**config.mk**
```make
export PLATFORM = sky130hd
export DESIGN_NAME = fdiv_seq
export DESIGN_NICKNAME = d
export VERILOG_FILES = /design/src/rtl/fdiv_seq.sv
export SDC_FILE = /design/constraint.sdc
export NUM_CORES = 1
export LEC_CHECK = 0
export CAP_MARGIN = 20
export CORE_MARGIN = 2
export CORE_UTILIZATION = 25
export CTS_CLUSTER_DIAMETER = 200
export DETAILED_ROUTE_END_ITERATION = 10
export HOLD_SLACK_MARGIN = 0.15
export PLACE_DENSITY = 0.51
export SLEW_MARGIN = 20
export SYNTH_ARGS = -nofsm -noshare
export SYNTH_HDL_FRONTEND = slang
export SYNTH_SLANG_ARGS = --single-unit
```
**constraint.sdc**
```tcl
create_clock -name clk_i -period 5.3 [get_ports clk_i]
set_input_delay 0.53 -clock clk_i [delete_from_list [all_inputs] [get_ports clk_i]]
set_output_delay 0.53 -clock clk_i [all_outputs]
set_load 0.005 [all_outputs]
```
**src/rtl/fdiv_seq.sv**
```systemverilog
`default_nettype none
// ============================================================================
//  Module      : fdiv_seq
//  Description : Sequential IEEE-754 single-precision divider. Special
//                operands (NaN, infinity, zero, subnormal-as-zero) are
//                resolved in the accept cycle and reported one cycle later.
//                Finite normal operands run a 26-step restoring division
//                on the significands, followed by a one-cycle
//                normalise/pack step.
//
//  Ports       : clk_i       - clock, all state updates on rising edge
//                resetn_i    - synchronous active-low reset
//                start_i     - request, accepted only while idle
//                rs1_i       - dividend, raw IEEE-754 single
//                rs1Exp_i    - dividend unbiased exponent (signed)
//                rs1Sig_i    - dividend significand, hidden bit at [23]
//                rs1Class_i  - dividend one-hot class
//                              {qNaN, sNaN, inf, normal, subnormal, zero}
//                rs2_*       - divisor, same encoding as rs1_*
//                fdivOut_o   - quotient, IEEE-754 single
//                busy_o      - high whenever the unit is not idle
//                done_o      - one-cycle pulse, fdivOut_o valid
//                divZero_o   - finite nonzero divided by zero
//
//  Options     : FDIV_RNE_EN - when defined, round to nearest even;
//                              otherwise the quotient is truncated.
//                              Latency is identical in both builds.
//
//  Revision    : 1.0 - initial release
// ============================================================================
module fdiv_seq (
    input  logic               clk_i,
    input  logic               resetn_i,
    input  logic               start_i,
    input  logic [31:0]        rs1_i,
    input  logic signed [9:0]  rs1Exp_i,
    input  logic [23:0]        rs1Sig_i,
    input  logic [5:0]         rs1Class_i,
    input  logic [31:0]        rs2_i,
    input  logic signed [9:0]  rs2Exp_i,
    input  logic [23:0]        rs2Sig_i,
    input  logic [5:0]         rs2Class_i,
    output logic [31:0]        fdivOut_o,
    output logic               busy_o,
    output logic               done_o,
    output logic               divZero_o
);

    // ------------------------------------------------------------------------
    // Constants
    // ------------------------------------------------------------------------
    localparam logic [1:0] S_IDLE = 2'd0;
    localparam logic [1:0] S_DIV  = 2'd1;
    localparam logic [1:0] S_PACK = 2'd2;
    localparam logic [1:0] S_DONE = 2'd3;

    localparam logic [4:0]         c_DIV_LAST = 5'd25;   // 26 quotient bits
    localparam logic signed [10:0] c_BIAS     = 11'sd127;
    localparam logic signed [10:0] c_EXP_MIN  = -11'sd126;
    localparam logic signed [10:0] c_EXP_MAX  = 11'sd127;

    // ------------------------------------------------------------------------
    // Registers
    // ------------------------------------------------------------------------
    logic [1:0]         r_state;
    logic [1:0]         w_state_next;

    logic               r_sign;
    logic signed [10:0] r_exp1;
    logic signed [10:0] r_exp2;
    logic [23:0]        r_divisor;
    logic [24:0]        r_rem;
    logic [25:0]        r_quot;
    logic [4:0]         r_cnt;
    logic [31:0]        r_fdiv_out;
    logic               r_div_zero;

    // ------------------------------------------------------------------------
    // Operand classification at accept time
    // ------------------------------------------------------------------------
    logic        w_accept;
    logic        w_sign_in;
    logic        w_zero1;
    logic        w_zero2;
    logic        w_inf1;
    logic        w_inf2;
    logic        w_special;
    logic [31:0] w_special_out;
    logic        w_special_dz;

    assign w_accept  = (r_state == S_IDLE) && start_i;
    assign w_sign_in = rs1_i[31] ^ rs2_i[31];

    // Subnormals are flushed: they behave exactly like zero.
    assign w_zero1 = rs1Class_i[0] | rs1Class_i[1];
    assign w_zero2 = rs2Class_i[0] | rs2Class_i[1];
    assign w_inf1  = rs1Class_i[3];
    assign w_inf2  = rs2Class_i[3];

    // Only normal/normal takes the iterative path.
    assign w_special = ~(rs1Class_i[2] & rs2Class_i[2]);

    always_comb begin
        w_special_out = 32'h0000_0000;
        w_special_dz  = 1'b0;
        if (rs1Class_i[5] | rs2Class_i[5]) begin
            w_special_out = rs1Class_i[5] ? rs1_i : rs2_i;
        end else if (rs1Class_i[4] | rs2Class_i[4]) begin
            w_special_out = rs1Class_i[4] ? rs1_i : rs2_i;
        end else if ((w_inf1 & w_inf2) | (w_zero1 & w_zero2)) begin
            w_special_out = {w_sign_in, 8'hFF, 1'b1, 22'd0};
        end else if (w_inf1) begin
            w_special_out = {w_sign_in, 8'hFF, 23'd0};
        end else if (w_inf2 | w_zero1) begin
            w_special_out = {w_sign_in, 31'd0};
        end else begin
            // Remaining case: finite nonzero divided by zero.
            w_special_out = {w_sign_in, 8'hFF, 23'd0};
            w_special_dz  = 1'b1;
        end
    end

    // ------------------------------------------------------------------------
    // Restoring division step
    // ------------------------------------------------------------------------
    logic        w_qbit;
    logic [24:0] w_rem_sel;
    logic [24:0] w_rem_next;

    // The remainder stays below twice the divisor, so 25 bits never overflow
    // and the left shift never drops a set bit.
    assign w_qbit     = (r_rem >= {1'b0, r_divisor});
    assign w_rem_sel  = w_qbit ? (r_rem - {1'b0, r_divisor}) : r_rem;
    assign w_rem_next = w_rem_sel << 1;

    // ------------------------------------------------------------------------
    // Normalise, round and pack
    // ------------------------------------------------------------------------
    logic               w_q_hi;
    logic [22:0]        w_frac_raw;
    logic signed [10:0] w_exp_base;
    logic signed [10:0] w_exp_fin;
    logic [22:0]        w_frac_fin;
    logic [7:0]         w_exp_field;
    logic [31:0]        w_pack_out;

    // Operand significands are both in [1,2), so the ratio lies in (1/2,2):
    // either q[25] or q[24] is the leading one.
    assign w_q_hi     = r_quot[25];
    assign w_frac_raw = w_q_hi ? r_quot[24:2] : r_quot[23:1];
    assign w_exp_base = r_exp1 - r_exp2 - (w_q_hi ? 11'sd0 : 11'sd1);

`ifdef FDIV_RNE_EN
    logic        w_guard;
    logic        w_sticky;
    logic        w_round_up;
    logic [23:0] w_frac_inc;

    assign w_guard    = w_q_hi ? r_quot[1] : r_quot[0];
    assign w_sticky   = (w_q_hi & r_quot[0]) | (r_rem != 25'd0);
    assign w_round_up = w_guard & (w_sticky | w_frac_raw[0]);
    assign w_frac_inc = {1'b0, w_frac_raw} + {23'd0, w_round_up};

    // The hidden bit is always set, so a carry out of the fraction means the
    // significand reached 2^24: renormalise to 1.0 and bump the exponent.
    always_comb begin
        w_frac_fin = w_frac_inc[22:0];
        w_exp_fin  = w_exp_base;
        if (w_frac_inc[23]) begin
            w_frac_fin = 23'd0;
            w_exp_fin  = w_exp_base + 11'sd1;
        end
    end
`else
    always_comb begin
        w_frac_fin = w_frac_raw;
        w_exp_fin  = w_exp_base;
    end
`endif

    assign w_exp_field = 8'(w_exp_fin + c_BIAS);

    always_comb begin
        w_pack_out = {r_sign, w_exp_field, w_frac_fin};
        if (w_exp_fin < c_EXP_MIN) begin
            w_pack_out = {r_sign, 31'd0};
        end else if (w_exp_fin > c_EXP_MAX) begin
            w_pack_out = {r_sign, 8'hFF, 23'd0};
        end
    end

    // ------------------------------------------------------------------------
    // FSM: state register
    // ------------------------------------------------------------------------
    always_ff @(posedge clk_i) begin
        if (!resetn_i) begin
            r_state <= S_IDLE;
        end else begin
            r_state <= w_state_next;
        end
    end

    // ------------------------------------------------------------------------
    // FSM: next-state logic
    // ------------------------------------------------------------------------
    always_comb begin
        w_state_next = r_state;
        case (r_state)
            S_IDLE: begin
                if (start_i) begin
                    w_state_next = w_special ? S_DONE : S_DIV;
                end
            end
            S_DIV: begin
                if (r_cnt == c_DIV_LAST) begin
                    w_state_next = S_PACK;
                end
            end
            S_PACK:  w_state_next = S_DONE;
            S_DONE:  w_state_next = S_IDLE;
            default: w_state_next = S_IDLE;
        endcase
    end

    // ------------------------------------------------------------------------
    // FSM: outputs
    // ------------------------------------------------------------------------
    always_comb begin
        busy_o = (r_state != S_IDLE);
        done_o = (r_state == S_DONE);
    end

    assign fdivOut_o = r_fdiv_out;
    assign divZero_o = r_div_zero;

    // ------------------------------------------------------------------------
    // Datapath
    // ------------------------------------------------------------------------
    always_ff @(posedge clk_i) begin
        if (!resetn_i) begin
            r_sign     <= 1'b0;
            r_exp1     <= 11'sd0;
            r_exp2     <= 11'sd0;
            r_divisor  <= 24'd0;
            r_rem      <= 25'd0;
            r_quot     <= 26'd0;
            r_cnt      <= 5'd0;
            r_fdiv_out <= 32'd0;
            r_div_zero <= 1'b0;
        end else begin
            if (w_accept) begin
                r_sign    <= w_sign_in;
                r_exp1    <= {rs1Exp_i[9], rs1Exp_i};
                r_exp2    <= {rs2Exp_i[9], rs2Exp_i};
                r_divisor <= rs2Sig_i;
                r_rem     <= {1'b0, rs1Sig_i};
                r_quot    <= 26'd0;
                r_cnt     <= 5'd0;
                if (w_special) begin
                    r_fdiv_out <= w_special_out;
                    r_div_zero <= w_special_dz;
                end else begin
                    r_div_zero <= 1'b0;
                end
            end else if (r_state == S_DIV) begin
                r_quot <= {r_quot[24:0], w_qbit};
                r_rem  <= w_rem_next;
                r_cnt  <= r_cnt + 5'd1;
            end else if (r_state == S_PACK) begin
                r_fdiv_out <= w_pack_out;
            end
        end
    end

endmodule
`default_nettype wire

```
Word level (Yosys, flattened, before mapping)
Cells that the tools add are included.
{ "op_classes": {"addsub": 5, "mul": 0, "div": 0, "magnitude_cmp": 3, "n_eq_ne": 8, "shifts": 0, "muxes": 28, "bitwise": 11, "reduce_logical": 8} }
{ "op_table": {"columns": ["op", "count"], "rows": [
  ["32-bit 2-to-1 mux", 8],
  ["31-bit 2-to-1 mux", 5],
  ["24-bit 2-to-1 mux", 3],
  ["25-bit by 24-bit greater-or-equal comparator with 1-bit output", 1],
  ["24-bit subtractor", 1],
  ["23-bit 2-to-1 mux", 1],
  ["11-bit by 8-bit > comparator with 1-bit output, second input constant", 1],
  ["11-bit by 8-bit less-than comparator with 1-bit output, second input constant", 1],
  ["10-bit by 10-bit subtractor with 11-bit output", 1],
  ["11-bit by 2-bit subtractor with 11-bit output", 1],
  ["8-bit adder, second input constant", 1],
  ["2-bit != test, second input constant", 4],
  ["2-bit one-hot mux with 4 select lines", 1],
  ["1-bit 2-to-1 mux", 7],
  ["2-bit 2-to-1 mux", 3],
  ["1-bit bitwise OR", 6],
  ["2-bit nonzero test", 3],
  ["5-bit by 1-bit adder with 5-bit output, second input constant", 1],
  ["5-bit == test, second input constant", 1],
  ["2-bit == test, second input constant", 2],
  ["1-bit AND", 3],
  ["3-bit AND reduction", 1],
  ["2-bit by 1-bit == test with 1-bit output, second input constant", 1],
  ["2-bit zero test", 1],
  ["other kinds (5)", 5]
]} }
{ "totals": {"ff_bits": 136, "latch_bits": 0, "ramBits": 0, "romBits": 0, "input_bits": 147, "output_inout_bits": 35, "word_cells": 74, "n_memories": 0} }

Logic depth before layout (Yosys ltp)
Gate-level depths: netlist (run 1).
{ "depth": {"depth_word": 9, "mapped_depth": 15, "mapped_depth_nobuf": 12} }

Least setup slack after synthesis (run 1)
Ideal clock, no wire load.
{ "synth_path": {"path_kind": "register -> register", "start": "reg r_quot[25]", "end": "reg r_fdiv_out[22] (netlist: fdivOut_o[22])", "setup_ns": 0.132, "arrival_ns": 3.754, "slack_ns": 1.414, "path_stages_with_launch": 15, "synth_period_minus_slack_ns": 3.886, "path_cell_list": "dfxtp_1 -> clkbuf_1 -> clkbuf_1 -> inv_1 -> fa_1 -> inv_1 -> ha_1 -> xor2_1 -> ha_1 -> or3_1 -> nor4_1 -> a311oi_2 -> a21oi_1 -> nand4b_1 -> a21oi_1"} }
{ "synth_between": {"elab_chain_len": 8} }
{ "synth_lines": {"columns": ["element", "line_no", "rtl"], "rows": [
  ["start: declaration", "73", "logic [25:0] r_quot;"],
  ["start signal: assignment", "266", "r_quot <= {r_quot[24:0], w_qbit};"],
  ["1-bit 2-to-1 mux", "151", "assign w_exp_base = r_exp1 - r_exp2 - (w_q_hi ? 11'sd0 : 11'sd1);"],
  ["11-bit by 2-bit subtractor with 11-bit output", "151", null],
  ["11-bit by 8-bit > comparator with 1-bit output", "187", "end else if (w_exp_fin > c_EXP_MAX) begin"],
  ["31-bit 2-to-1 mux", "187", null],
  ["31-bit 2-to-1 mux *", "185", "if (w_exp_fin < c_EXP_MIN) begin"],
  ["32-bit 2-to-1 mux *", "269", "end else if (r_state == S_PACK) begin"],
  ["32-bit 2-to-1 mux *", "265", "end else if (r_state == S_DIV) begin"],
  ["32-bit 2-to-1 mux *", "251", "if (w_accept) begin"],
  ["end signal: assignment", "260", "r_fdiv_out <= w_special_out;"],
  ["end signal: assignment", "270", "r_fdiv_out <= w_pack_out;"],
  ["end: declaration", "75", "logic [31:0] r_fdiv_out;"]
]} }
Mark *: on every way between the ends. The rest lies on a longest branch, timed or not. The select of a mux whose other input is x is not followed.
A chain may end at the register's enable or synchronous reset.

Worst setup path after layout (run 1)
{ "layout_path": {"start": "reg r_quot[25]", "end": "reg r_fdiv_out[29] (netlist: fdivOut_o[29])"} }
{ "layout_between": {"elab_chain_len": 8} }
{ "layout_lines": {"columns": ["element", "line_no"], "rows": [
  ["1-bit 2-to-1 mux *", "151"],
  ["11-bit by 2-bit subtractor with 11-bit output *", "151"],
  ["11-bit by 8-bit > comparator with 1-bit output or 8-bit adder (tied branches)", "187, 181"],
  ["31-bit 2-to-1 mux", "187"],
  ["31-bit 2-to-1 mux *", "185"],
  ["32-bit 2-to-1 mux *", "269"],
  ["32-bit 2-to-1 mux *", "265"],
  ["32-bit 2-to-1 mux *", "251"]
]} }
Marks and branches as above.

==> qor.yml, run 1 <==
maxSlewViolCount: 0
io_pins: 182
cts_tree: "built"
grt_usage: 0.155
async_reset_ff_frac: 0
root_buffer: "clkbuf_16"
hp-start: "r_divisor[23]"
reg2regPathDepth: 13
synth_nets: 1352
dieArea_sq_um: 36700
yosysUniqueCellTypes: 75
stdcell_area_sq_um: 11600
clock_latency_ps: 430
vias: 8636
yosys_register_bits: 136
die_height_um: 192
clock_sinks: 136
grt_max_degree: 66
rsz0062_at_grt: "no"
crit_type: "register to register"
rows: 68
numCtsBuffers: 17
yosysSeqAreaShare: 0.309
clkTransAtPathRegs_ps: 70
final_nets: 1493
finalSetupTns_ps: 0
avgRoutedWirePerCell_um: 16.0
initial_core_util: 0.254
placed_area_sq_um: 11000
r2r_slack_ps: 1350
core_area_sq_um: 34600
synth-edff-count: 0
drive_above_1_share: 0.0590
status: "complete, no violations"
wl_mm: 28.2
cts-resized-gates: 0
hp-class: "register to register"
whs_endpoint: "r_divisor[23]"
h-tree-depth: 4
clock_path_buffers: 2
worstReg2RegStart: "r_quot[25]"
diodes: 0
place_hpwl_mm: 20.5
worstPathMaxFanout: 25
cp_data_arrival_time_ps: 4310
r2r_end: "fdivOut_o[29]"
post-route-util: 0.336
synth_area_sq_um: 8800
crit_path_start_kind: "register"
drtIter0Drc: 388
cts_setup_buffers: 0
ys.warnings.count: 0
worst_slew_pin_slew_ps: 973
hold_depth: 2
via_per_inst: 4.91
grt_pass1_wl_mm: 44.9
io_buffers: 181
ir_drop_uv: 212
route.detailed.drc: 0
syn_inst: 1151
setup_viol: 0
multi_input_area_sq_um: 5540
power_leakage_uw: 0.00431
max-cap-violations: 0
cts-hold-fix-buffers: 0
worst_ep_required_time_ps: 5660
final.fill_count: 3703
place.gp.congestion: 0.839
max-slew-margin-rel: 0.352
fin_crit_ps: 3950
end_kind: "register"
antenna_found_initial: 0
grt_pass1_vias: 8512
fmax_mhz: 253
die_w_um: 192
postSynthAreaPerCell_sq_um: 7.65
area_growth_pct: 32.3
drt_pass1_iterations: 5
finClkSkew_ps: 12.5
powerDensity_nw_per_um2: 596
regArea_sq_um: 2720
post-route-period-util: 0.745
hold_viol_final: 0
drtAntennaViolNets: 0
overflow: 0
ys.flop_type: "dfxtp_1"
-- critical path, cell delays in order (launching register included) --
cell	delay [ps]
dfxtp_1	300
buf_4	350
inv_1	100
fa_1	510
inv_1	50
ha_1	280
xor2_1	200
ha_1	230
or3_1	370
nor4_1	380
a311oi_2	180
a21oi_1	570
o21ai_1	190
a21oi_1	180
-- metrics by stage --
stage,power [uW],hold WS (ps),cells,setup WS (ps)
floorplan,4440,436,1151,1410
global placement,5670,446,1728,1400
detailed placement,5660,448,1728,1400
CTS,6990,456,1760,1350
global route,7530,467,1760,1020
finish,6940,453,1760,1350
-- layout by cell type, fill, tap and decap left out, types with 5 or more instances in the layout --
cell type / Yosys / layout
clkdlybuf4s50_1: 0 / 181
nand2_1: 139 / 138
dfxtp_1: 136 / 136
a21oi_1: 127 / 127
nor2_1: 109 / 109
inv_1: 72 / 71
o21ai_0: 56 / 56
mux2i_1: 52 / 52
ha_1: 51 / 50
o21ai_1: 36 / 35
nand3_1: 29 / 29
a22o_1: 22 / 22
xnor2_1: 19 / 19
clkbuf_16: 0 / 17
buf_4: 2 / 14
xor2_1: 13 / 13
nor3_1: 13 / 13
a21o_1: 11 / 11
o211ai_1: 11 / 11
o22ai_1: 11 / 11
or3_1: 10 / 10
a31oi_1: 9 / 9
a221oi_1: 9 / 9
a211oi_1: 8 / 8
or2_2: 8 / 8
nor2b_1: 7 / 7
nand4_1: 7 / 7
o2111ai_1: 6 / 6
nand2b_1: 6 / 6
o31ai_1: 6 / 6
nand4b_1: 6 / 6
a32o_1: 6 / 6
o21bai_1: 5 / 5
nor4_1: 5 / 5
-- cell families (layout without fill, tap and decap cells) --
logic type | count (synthesis) | in the layout | share of synthesized area
AO/OA/AOI/OAI | 364 | 364 | 0.263
XOR/XNOR | 32 | 32 | 0.0318
adder cells (fa/ha/maj) | 54 | 54 | 0.0793
buffers and inverters | 145 | 299 | 0.0651
flip-flops | 136 | 136 | 0.309
multiplexers | 53 | 53 | 0.0604
AND/OR/NAND/NOR | 367 | 367 | 0.191
-- area by class of cell --
type	count	area share
sequential	136	0.234
inverter	72	0.0232
multi-input combinational	870	0.476
clock inverter	14	0.0163
timing repair buffer	195	0.165
tap	455	0.0489
clock buffer	18	0.0369
-- synthesized netlist by cell type (all sizes together) (10+ instances only) --
cell    count  area, sq um
o211ai     12         95.1
xnor2      19          166
nor2      109          409
nor3       14         75.1
o21ai      93          477
a21oi     129          653
or3        10         62.6
inv        72          270
buf        12         73.8
a21o       11         82.6
nand2     140          528
mux2i      52          521
xor2       13          114
dfxtp     136         2720
or2        10         62.6
nand3      29          145
clkbuf     61          229
a22o       22          193
ha         51          638
o22ai      11         68.8
-- how the worst max path moves through the flow --
stage | startpoint | to | slack, ps
after floorplan | r_quot[25] | fdivOut_o[22] | 1410
after global placement | r_quot[25] | fdivOut_o[22] | 1400
after detailed placement | r_quot[25] | fdivOut_o[22] | 1400
after CTS | r_quot[25] | fdivOut_o[22] | 1350
after global routing | r_quot[25] | fdivOut_o[29] | 1020
final | r_quot[25] | fdivOut_o[29] | 1350
-- state kept, by name, summed over array words and instances (netlist names) --
register   count
r_divisor     24
r_rem         25
r_cnt          5
fdivOut_o     32
r_exp2        10
r_sign         1
r_state        2
r_quot        26
r_exp1        10
divZero_o      1
-- power by group --
| part | internal (uW) | leakage (uW) | switching (uW) | total, uW |
|---|---|---|---|---|
| Sequential | 1290 | 0.00111 | 178 | 1470 |
| Clock | 756 | 0.000300 | 523 | 1280 |
| Combinational | 1680 | 0.00289 | 2520 | 4190 |
-- metal layers --
metal  share of wire  up-vias  global-route usage
met2            0.47      198               0.262
met4           0.013        0              0.0402
met1            0.47     4035               0.201
met5               0        -                   0
li1                -     4381                   -
met3           0.045       22              0.0305
Note: power is estimated with default switching activity, not from simulation.
==> run 2, diff against run 1 <==
--- a/config.mk
+++ b/config.mk
@@ -11,7 +11,7 @@
 export CTS_CLUSTER_DIAMETER = 200
 export DETAILED_ROUTE_END_ITERATION = 10
 export HOLD_SLACK_MARGIN = 0.15
-export PLACE_DENSITY = 0.51
+export PLACE_DENSITY = 0.52
 export SLEW_MARGIN = 20
 export SYNTH_ARGS = -nofsm -noshare
 export SYNTH_HDL_FRONTEND = slang
==> constraint.sdc (replaced) <==
create_clock -name clk_i -period 3.4 [get_ports clk_i]
set_input_delay 0.34 -clock clk_i [delete_from_list [all_inputs] [get_ports clk_i]]
set_output_delay 0.34 -clock clk_i [all_outputs]
set_load 0.005 [all_outputs]
==> run 2 against run 1 <==
Compared with the run above: maximum frequency up 22%; sequential power up 55%; flip-flop and latch count unchanged; critical path type unchanged; largest power group unchanged; highest routed layer unchanged.
==> qor.yml, run 2 (synthesized netlist as in run 1, its figures left out) <==
p_sw_frac: 0.466  # +0.00301
drive_above_1_share: 0.0771  # +0.0181
regArea_sq_um: 2720  # unchanged
post-route-util: 0.341  # +0.00434
rows: 68  # unchanged
wl_mm: 28.6  # +1.7%
max-slew-margin-rel: 0.398  # +0.0466
drt_pass1_iterations: 5  # unchanged
finClkSkew_ps: 12.8  # +0.298 ps
powerDensity_nw_per_um2: 938  # +57%
fin_crit_ps: 3240  # -714 ps
grt_max_degree: 66  # unchanged
drtAntennaViolNets: 0  # unchanged
max-cap-violations: 0  # unchanged
numCtsBuffers: 17  # unchanged
worst_path_max_delay_cell: "fa_2"
switching_power_uw: 5160  # +60%
maxUsedRoutingLayer: "met4"
post-route-period-util: 0.952  # +0.206
worst_ep_required_time_ps: 3720  # -1940 ps
comb_power_share: 0.635  # +0.031
crit_cells: 12  # -1
setup_viol: 0  # unchanged
path_cells: "inv_1 > fa_1 > fa_2 > inv_1 > ha_1 > or3_1 > nor4_2 > a311oi_4 > nor3b_4 > buf_12 > o21ai_1 > a21oi_1"
end_kind: "register"
reg2regPathDepth: 12  # -1
multi_input_area_sq_um: 5610  # +1.2%
die_w_um: 192  # unchanged
final_common_cell: "clkdlybuf4s50_1"
wl_met2_mm: 13.7  # +2.6%
ir_drop_uv: 412  # +94%
fmax_mhz: 309  # +22%
hold_depth: 3  # +1
place.gp.congestion: 0.864  # +3.0%
cp_data_arrival_time_ps: 3550  # -760 ps
clock_latency_ps: 430  # about the same
h-tree-depth: 4  # unchanged
placed_area_sq_um: 11200  # +1.5%
root_buffer: "clkbuf_16"
die_height_um: 192  # unchanged
io_pins: 182  # unchanged
cts_tree: "built"
area_growth_pct: 34.0
core_area_sq_um: 34600  # unchanged
internal-power_uw: 5900  # +59%
io_buffers: 181  # unchanged
power_frac_clock: 0.158  # -0.026
clock_path_buffers: 2  # unchanged
via_per_inst: 4.91  # about the same
status: "complete, no violations"
met1_length_mm: 13.6  # +2.3%
grt_usage: 0.157  # +0.00204
path_common_cell: "inv_1"
overflow: 0  # unchanged
hold_viol_final: 0  # unchanged
vias: 8728  # +1.1%
crit_type: "register to register"
maxSlewViolCount: 0  # unchanged
clock_sinks: 136  # unchanged
initial_core_util: 0.254  # unchanged
hp-class: "input port to register"
final_nets: 1511  # +1.2%
worst_slew_pin_slew_ps: 900  # -73.2 ps
route.detailed.drc: 0  # unchanged
finalSetupTns_ps: 0  # unchanged
power_leakage_uw: 0.00437  # +1.5%
clkTransAtPathRegs_ps: 70  # about the same
power_frac_seq: 0.206  # -0.005
grt_pass1_wl_mm: 45.6  # +1.7%
whs_ps: 456  # +2.43 ps
wl_met3_mm: 1.20  # -4.6%
place_hpwl_mm: 20.9  # +2.0%
crit_buf_inv: 3  # unchanged
final.fill_count: 3675  # -0.76%
avgRoutedWirePerCell_um: 16.1  # +0.65%
cpPeakStageDelay_ps: 580  # about the same
largest_reg_flops: 32  # unchanged
drtIter0Drc: 441  # +14%
crit_path_start_kind: "register"
antenna_found_initial: 0  # unchanged
stdcell_area_sq_um: 11800  # +1.3%
worstPathMaxFanout: 22  # -12%
cp_top_family: "adder cells"
layout_common_cells: "181 x clkdlybuf4s50_1, 138 x nand2_1, 136 x dfxtp_1"
grt_pass1_vias: 8447  # -0.76%
dieArea_sq_um: 36700  # unchanged
diodes: 0  # unchanged
## run 2: cell types whose count changed in the layout (fill, tap and decap cells not counted), sizes merged
cell	delta
bufinv	-3
clkinvlp	+3
inv	-2
clkbuf	+2
buf	+18
## run 2: power by group through the flow
| stage | logic [uW] | registers (uW) | clock network, uW |
|---|---|---|---|
| 6_report | 7030 | 2280 | 1750 |
| 5_1_grt | 7790 | 2330 | 1890 |
| 4_1_cts | 6910 | 2280 | 1800 |
| 3_5_place_dp | 6870 | 2300 | 0 |
| 3_3_place_gp | 6840 | 2310 | 0 |
| 2_1_floorplan | 4680 | 2250 | 0 |
## run 2: worst min-delay path: stages
cell and delay (ps):
clkdlybuf4s50_1 400, nand2_1 60, a21oi_1 50
## run 2: worst paths after layout
kind	start	to	slack, ps
max reg2reg	r_exp1[0]	fdivOut_o[2]	160
max	r_exp1[0]	fdivOut_o[2]	160
min	rs1Exp_i[5]	r_exp1[5]	460
min reg2reg	r_divisor[19]	r_divisor[19]	460
## run 2: area by class of cell
type | instances | share of cell area
Clock buffer | 20 | 0.0379
Clock inverter | 12 | 0.00806
Inverter | 72 | 0.0229
Multi-Input combinational cell | 870 | 0.476
Sequential cell | 136 | 0.231
Tap cell | 455 | 0.0483
Timing Repair Buffer | 213 | 0.176
## run 2: through the flow
stage          instances  setup WS (ps)  power, uW
4_1_cts             1778           33.4      11000
3_5_place_dp        1746           53.1       9170
6_report            1778            163      11100
2_1_floorplan       1151           9.42       6930
5_1_grt             1778          -37.1      12000
3_3_place_gp        1746           79.6       9150
## run 2: what timing repair did
action / CTS / global route
resized for setup: 0 / 11
hold buffers: 0 / 0
buffers inserted: 0 / 0
endpoints found under the setup margin: 0 / 31
## run 2: layer usage
metal | vias up | GRT usage
met5 | - | 0
met4 | 0 | 0.0370
met3 | 13 | 0.0292
met2 | 181 | 0.264
met1 | 4118 | 0.207
li1 | 4416 | -
